## src/rtl/seq_divider_param.sv

```systemverilog
// Radix-2 restoring shift-subtract divider with a fixed WIDTH-iteration latency and a start/busy/done handshake.
// Define SIGNED_DIV_EN for two's-complement operands (adds a FIX state for sign correction).
module seq_divider_param #(
  parameter int WIDTH = 8
) (
  input  logic             clk,
  input  logic             clear_n,
  input  logic             start,
  input  logic [WIDTH-1:0] dividend,
  input  logic [WIDTH-1:0] divisor,
  output logic             busy,
  output logic             done,
  output logic             div_zero,
  output logic [WIDTH-1:0] quotient,
  output logic [WIDTH-1:0] remainder,
  output logic [1:0]       dbg_state
);

  localparam int CW = $clog2(WIDTH + 1);
  localparam logic [CW-1:0] CNT_INIT = CW'(WIDTH);
  localparam logic [CW-1:0] CNT_ONE  = CW'(1);

  localparam logic [1:0] S_IDLE = 2'd0;
  localparam logic [1:0] S_CALC = 2'd1;
  localparam logic [1:0] S_DONE = 2'd2;
  localparam logic [1:0] S_FIX  = 2'd3;

  logic [1:0]       state_q, state_d;
  logic [CW-1:0]    cnt_q, cnt_d;
  logic [WIDTH-1:0] rem_q, rem_d;
  logic [WIDTH-1:0] qsr_q, qsr_d;
  logic [WIDTH-1:0] dvs_q, dvs_d;
  logic [WIDTH-1:0] dvd_q, dvd_d;
  logic             busy_q, busy_d;
  logic             done_q, done_d;
  logic             div_zero_q, div_zero_d;
  logic [WIDTH-1:0] quotient_q, quotient_d;
  logic [WIDTH-1:0] remainder_q, remainder_d;
  logic             accept;
  logic [WIDTH:0]   trial;
`ifdef SIGNED_DIV_EN
  logic             neg_q_q, neg_q_d;
  logic             neg_r_q, neg_r_d;
`endif

  // Handshake: a start is taken only in IDLE with no done pulse showing; busy covers
  // the iteration cycles, done pulses once with results, nothing is queued.
  assign accept = (state_q == S_IDLE) && start && !done_q;

  // The top partial-remainder bit is always 0 before a shift, so WIDTH+1 bits suffice.
  assign trial = {1'b0, rem_q[WIDTH-2:0], qsr_q[WIDTH-1]} - {1'b0, dvs_q};

  always_ff @(posedge clk or negedge clear_n) begin
    if (!clear_n) begin
      state_q     <= S_IDLE;
      cnt_q       <= '0;
      rem_q       <= '0;
      qsr_q       <= '0;
      dvs_q       <= '0;
      dvd_q       <= '0;
      busy_q      <= 1'b0;
      done_q      <= 1'b0;
      div_zero_q  <= 1'b0;
      quotient_q  <= '0;
      remainder_q <= '0;
`ifdef SIGNED_DIV_EN
      neg_q_q     <= 1'b0;
      neg_r_q     <= 1'b0;
`endif
    end else begin
      state_q     <= state_d;
      cnt_q       <= cnt_d;
      rem_q       <= rem_d;
      qsr_q       <= qsr_d;
      dvs_q       <= dvs_d;
      dvd_q       <= dvd_d;
      busy_q      <= busy_d;
      done_q      <= done_d;
      div_zero_q  <= div_zero_d;
      quotient_q  <= quotient_d;
      remainder_q <= remainder_d;
`ifdef SIGNED_DIV_EN
      neg_q_q     <= neg_q_d;
      neg_r_q     <= neg_r_d;
`endif
    end
  end

  always_comb begin
    state_d = state_q;
    case (state_q)
      S_IDLE: if (accept) state_d = (divisor == '0) ? S_DONE : S_CALC;
`ifdef SIGNED_DIV_EN
      S_CALC: if (cnt_q == CNT_ONE) state_d = S_FIX;
`else
      S_CALC: if (cnt_q == CNT_ONE) state_d = S_DONE;
`endif
      S_FIX:  state_d = S_DONE;
      S_DONE: state_d = S_IDLE;
      default: state_d = S_IDLE;
    endcase
  end

  always_comb begin
    cnt_d = cnt_q;
    rem_d = rem_q;
    qsr_d = qsr_q;
    dvs_d = dvs_q;
    dvd_d = dvd_q;
`ifdef SIGNED_DIV_EN
    neg_q_d = neg_q_q;
    neg_r_d = neg_r_q;
`endif
    if (accept) begin
      dvd_d = dividend;
      rem_d = '0;
      cnt_d = CNT_INIT;
`ifdef SIGNED_DIV_EN
      dvs_d   = divisor[WIDTH-1]  ? ('0 - divisor)  : divisor;
      qsr_d   = dividend[WIDTH-1] ? ('0 - dividend) : dividend;
      neg_q_d = dividend[WIDTH-1] ^ divisor[WIDTH-1];
      neg_r_d = dividend[WIDTH-1];
`else
      dvs_d = divisor;
      qsr_d = dividend;
`endif
    end else if (state_q == S_CALC) begin
      cnt_d = cnt_q - CNT_ONE;
      if (!trial[WIDTH]) begin
        rem_d = trial[WIDTH-1:0];
        qsr_d = {qsr_q[WIDTH-2:0], 1'b1};
      end else begin
        rem_d = {rem_q[WIDTH-2:0], qsr_q[WIDTH-1]};
        qsr_d = {qsr_q[WIDTH-2:0], 1'b0};
      end
    end
`ifdef SIGNED_DIV_EN
    else if (state_q == S_FIX) begin
      if (neg_q_q) qsr_d = '0 - qsr_q;
      if (neg_r_q) rem_d = '0 - rem_q;
    end
`endif
  end

  // Output registers: status flags follow the state one edge later; results load only in DONE.
  always_comb begin
    busy_d      = (state_q == S_CALC) || (state_q == S_FIX);
    done_d      = (state_q == S_DONE);
    div_zero_d  = div_zero_q;
    quotient_d  = quotient_q;
    remainder_d = remainder_q;
    if (accept) begin
      div_zero_d = 1'b0;
    end else if (state_q == S_DONE) begin
      if (dvs_q == '0) begin
        div_zero_d  = 1'b1;
        quotient_d  = '1;
        remainder_d = dvd_q;
      end else begin
        div_zero_d  = 1'b0;
        quotient_d  = qsr_q;
        remainder_d = rem_q;
      end
    end
  end

  assign busy      = busy_q;
  assign done      = done_q;
  assign div_zero  = div_zero_q;
  assign quotient  = quotient_q;
  assign remainder = remainder_q;
  assign dbg_state = state_q;

endmodule

```

## config.mk

```make
export PLATFORM = sky130hd
export DESIGN_NAME = seq_divider_param
export DESIGN_NICKNAME = d
export VERILOG_FILES = /design/src/rtl/seq_divider_param.sv
export SDC_FILE = /design/constraint.sdc
export NUM_CORES = 1
export LEC_CHECK = 0
export ABC_CLOCK_PERIOD_IN_PS = 4300
export CAP_MARGIN = 20
export CORE_ASPECT_RATIO = 0.75
export CORE_UTILIZATION = 30
export CTS_BUF_LIST = sky130_fd_sc_hd__clkbuf_4 sky130_fd_sc_hd__clkbuf_8
export CTS_CLUSTER_DIAMETER = 40
export DETAILED_ROUTE_END_ITERATION = 10
export SYNTH_ARGS = -nofsm -noshare
export SYNTH_HDL_FRONTEND = slang
export SYNTH_SLANG_ARGS = --single-unit
```

## constraint.sdc

```tcl
create_clock -name clk -period 4.3 [get_ports clk]
set_clock_uncertainty 0.15 [all_clocks]
set_input_delay 0.645 -clock clk [delete_from_list [all_inputs] [get_ports clk]]
set_output_delay 0.645 -clock clk [all_outputs]
set_load 0.05 [all_outputs]
```

# After elaboration in Yosys (flattened, before gate mapping)
# Cells that the tools add are included.
dict set report classes {
  n_reduce_logical 11
  addsub 2
  eq_ne 6
  n_bitwise 1
  muxes 17
}
# op n
set ops {}
lappend ops {{$mux W8} 7}
lappend ops {{$logic_not A8 Y1} 2}
lappend ops {{$sub A8 B8 Y9} 1}
lappend ops {{$mux W4} 2}
lappend ops {{$pmux W2 S4} 1}
lappend ops {{$mux W2} 3}
lappend ops {{$eq A2 B2 Y1 const B} 2}
lappend ops {{$eq A4 B1 Y1 const B} 1}
lappend ops {{$mux W1} 4}
lappend ops {{$ne A2 B2 Y1 const B} 2}
lappend ops {{$reduce_and A2 Y1} 2}
lappend ops {{$reduce_bool A2 Y1} 2}
lappend ops {{$sub A4 B1 Y4 const B} 1}
lappend ops {{$eq A2 B1 Y1 const B} 1}
lappend ops {{$logic_and A1 B1 Y1} 2}
lappend ops {{$logic_not A2 Y1} 1}
lappend ops {{$logic_not A1 Y1} 1}
lappend ops {{$logic_or A1 B1 Y1} 1}
lappend ops {{$not A1 Y1} 1}
dict set report word_totals {
  ff_bits 57
  in_bits 19
  elab_cells 48
  out_inout_bits 21
}

# Logic depth before layout (Yosys ltp)
dict set report logic_depth {
  depth_word 5
  ltp_mapped 9
  ltp_nobuf 8
}

# Worst setup path before layout
# Ideal clock, no wire load.
dict set report synth_timing {
  path_type {reg-to-reg}
  from {register qsr_q[7]}
  to {register rem_q[7]}
  setup_time_ns 0.118
  synth_period_minus_slack_ns 2.301
  n_path_buf 1
  path_stages_with_launch 10
  t_arrival_ns 2.033
  slack_ns 1.999
  required_time_ns 4.032
  path_cell_list {dfrtp_1 inv_1 ha_1 fa_1 nand2b_4 a2111oi_4 nor2_2 buf_6 a32o_1 a21o_1}
}
dict set report synth_via {
  elab_chain_cells 4
}
# item line_no
set synth_lines {}
lappend synth_lines {{from (decl)} 31} ;# logic [WIDTH-1:0] qsr_q, qsr_d;
lappend synth_lines {{from (signal assigned)} 74} ;# qsr_q <= qsr_d;
lappend synth_lines {{$sub A8 B8 Y9} 51} ;# assign trial = {1'b0, rem_q[WIDTH-2:0], qsr_q[WIDTH-1]} - {1'b0, dvs_q};
lappend synth_lines {{$mux W8} 129} ;# if (!trial[WIDTH]) begin
lappend synth_lines {{$mux W8} 127} ;# end else if (state_q == S_CALC) begin
lappend synth_lines {{$mux W8} 114} ;# if (accept) begin
lappend synth_lines {{to (signal assigned)} 73} ;# rem_q <= rem_d;
lappend synth_lines {{to (decl)} 30} ;# logic [WIDTH-1:0] rem_q, rem_d;
# Every way passes these cells. The select of a mux whose other input is x is not followed.
# A chain may end at the register's enable or synchronous reset.

# Final worst setup path
# Ends and elaborated chain as after synthesis.

==> impl_results.md <==
* Worst EP required at 4.38 ns
* Core ar. at 8670 µm²
* CTS Buf Count at 9
* Hold Buf Count CTS at 0
* DRT iter0 DRCs at 152
* Util after Layout at 39.8%
* # IOs at 40
* Final Setup Violations at 0
* Max-slew violation count at 0
* Final Power at 3.12 mW
* Synth cell types at 37
* Synth warnings at 0
* Vert. Die Dim at 84.9 µm
* Critical Path Fanout Max at 11
* Final Critical Period at 2.47 ns
* Largest net degree at the start of global routing at 36
* Port Buffer Count at 39
* Vias in the first global route at 2181
* Layout overhead on the synthesized area at 25.7%
* Layout cells sized above 1 at 7.58%
* Reg clk slew, reported paths at 0.07 ns
* Residual DRC count at 0
* Max-cap violations at 0
* Mapped Area at 2750 µm²
* H-tree levels at 3
* Syn Nets at 332
* Synth area leaders: dfrtp_1 52%, nand2_1 9.6%, ha_1 4.6%
* FP Rows at 29
* CP Capture Type: register
* FF+latch count, synth at 57
* Post-route clock period utilization at 57.5%
* Gpl congestion at 0.781
* Die area at 9550 µm²
* Crit path kind: reg -> reg
* GRT Total Usage at 14.5%
* Vias at 2209
* Relative slew slack at 48.4%
* Gate Count Post-Synth at 302
* Clock Sinks at 57
* Chip Width at 113 µm
* Pwr Density at 903 nW/µm²
* Dpl cells at 436
* CTS tree: yes
* Initial antenna violation count at 0
* HPWL Detailed at 4.55 mm
* Pleak at 1.56 nW
* CTS resizes at 0
* Global-route wire length before repair at 10.7 mm
* Maximum clock frequency at 0.405 GHz
* GRT overflow at 0
* Clock buffer depth at 2
* Largest area contributor in the netlist: dfrtp_1
* Maximum VDD drop at 0.271 mV
* Root buffer cell: clkbuf_8
* CP Launch Type: register
* Worst-margin pin slew at 0.774 ns
* Hold Violations, Final at 0
* Ant diodes at 0
* Post-route ant nets at 0
* Drt pass-1 iters at 4
* Initial Util at 31.7%
* Post-synthesis sequential area ratio at 51.9%
* Async set or reset register ratio after synthesis at 100%
* Most common cell after layout, fill and taps aside: nand2_1
* Post-DR wirelength/cell at 14.2 µm
* Share of the synthesized area in the top cell type at 51.9%
* Most frequent cells in the layout: 70 x nand2_1, 57 x dfrtp_1, 38 x clkdlybuf4s50_1
* Nets at 369
* Post-synth EDFFs at 0
* Status: finished, final reports clean
* Buffer count from post-CTS setup fixing at 0
* Setup_tns at 0 ns
* Non-Filler Instances at 451
* Vias per Instance at 4.90
* Drt total wl at 6.40 mm
* Top FF cell, synth: dfrtp_1
* Crit path DAT at 2.55 ns
* Hold/Removal Path Class: in -> async
* Unrepaired setup endpoints after global routing: false
* Clk_lat worst skew at 0.33 ns
* Avg Cell Area, Syn at 9.10 µm²
## per-layer routing
layer | track usage, % | share of wire (%) | vias to the layer above
li1 | - | - | 1086
met1 | 20.3 | 51 | 1069
met2 | 21.6 | 44 | 44
met3 | 4.36 | 3.7 | 10
met4 | 4.85 | 1.2 | 0
met5 | 0 | 0 | -
## power breakdown
group / total, mW / internal (mW) / switching, mW
Clock: 0.569 / 0.356 / 0.214
Sequential: 0.964 / 0.788 / 0.176
Combinational: 1.59 / 0.573 / 1.02
Total: 3.12 / 1.72 / 1.41
## synthesized netlist by cell type (all sizes together) (2+ instances only)
cell type,number
nand2,70
dfrtp,57
nor2,33
nand3,19
a21oi,16
o21ai,16
inv,13
a31oi,10
ha,10
clkbuf,9
buf,8
xor2,5
mux2i,4
nand2b,3
nor4,3
a21o,2
nor2b,2
o211ai,2
o311ai,2
or3,2
or4,2
xnor2,2
## worst max-delay path: stages, from the launching register on
cell and delay, ns:
dfrtp_1 0.35, inv_1 0.08, ha_1 0.23, fa_1 0.40, nand2b_4 0.17, a2111oi_4 0.34
nor2_2 0.19, a32o_1 0.30, a21o_1 0.15
## through the flow
stage | hold slack, ns | cell area (µm²) | setup WS (ns)
5_1_grt | 0.282 | 3460 | 1.69
3_3_place_gp | 0.309 | 3230 | 1.72
4_1_cts | 0.253 | 3460 | 1.82
3_5_place_dp | 0.313 | 3230 | 1.71
6_report | 0.231 | 3460 | 1.83
2_1_floorplan | 0.199 | 2750 | 2.00
## registers in the layout, summed over array words and instances, names as in the netlist
name / count
rem_q: 8
done: 1
cnt_q: 4
quotient: 8
div_zero: 1
remainder: 8
qsr_q: 8
dvd_q: 8
dvs_q: 8
busy: 1
dbg_state: 2
## final timing paths
path / startpoint / to / slack (ns) / cells after the start
worst max-delay path: qsr_q[7]$_DFFE_PN0P_ / rem_q[7]$_DFFE_PN0P_ / 1.83 / 8
min in group clk: dvd_q[0]$_DFFE_PN0P_ / dvd_q[0]$_DFFE_PN0P_ / 0.33 / 2
worst min register to register: dvd_q[0]$_DFFE_PN0P_ / dvd_q[0]$_DFFE_PN0P_ / 0.33 / 2
max in group asynchronous: clear_n / quotient[2]$_DFFE_PN0P_ / 2.95 / 2
worst max register to register: qsr_q[7]$_DFFE_PN0P_ / rem_q[7]$_DFFE_PN0P_ / 1.83 / 8
worst min-delay path: clear_n / quotient[4]$_DFFE_PN0P_ / 0.23 / 1
## final cells by class
cell class,count,area [µm²]
Inverter,13,48.8
Tap cell,108,135
Multi-Input combinational cell,215,1200
Sequential cell,57,1430
Fill cell,868,5220
Clock inverter,4,76.3
Timing Repair Buffer,43,415
Clock buffer,11,151
## cells by family (layout without fill, tap and decap cells)
group	after synthesis	in the layout	synth area share (%)
AO/OA/AOI/OAI	53	53	12.1
adder cells (fa/ha/maj)	11	11	5.28
buffers and inverters	30	71	4.69
XOR/XNOR	7	7	2.23
multiplexers	4	4	1.46
flip-flops	57	57	51.9
AND/OR/NAND/NOR	140	140	22.4
Power figures use the tool's default switching activity.
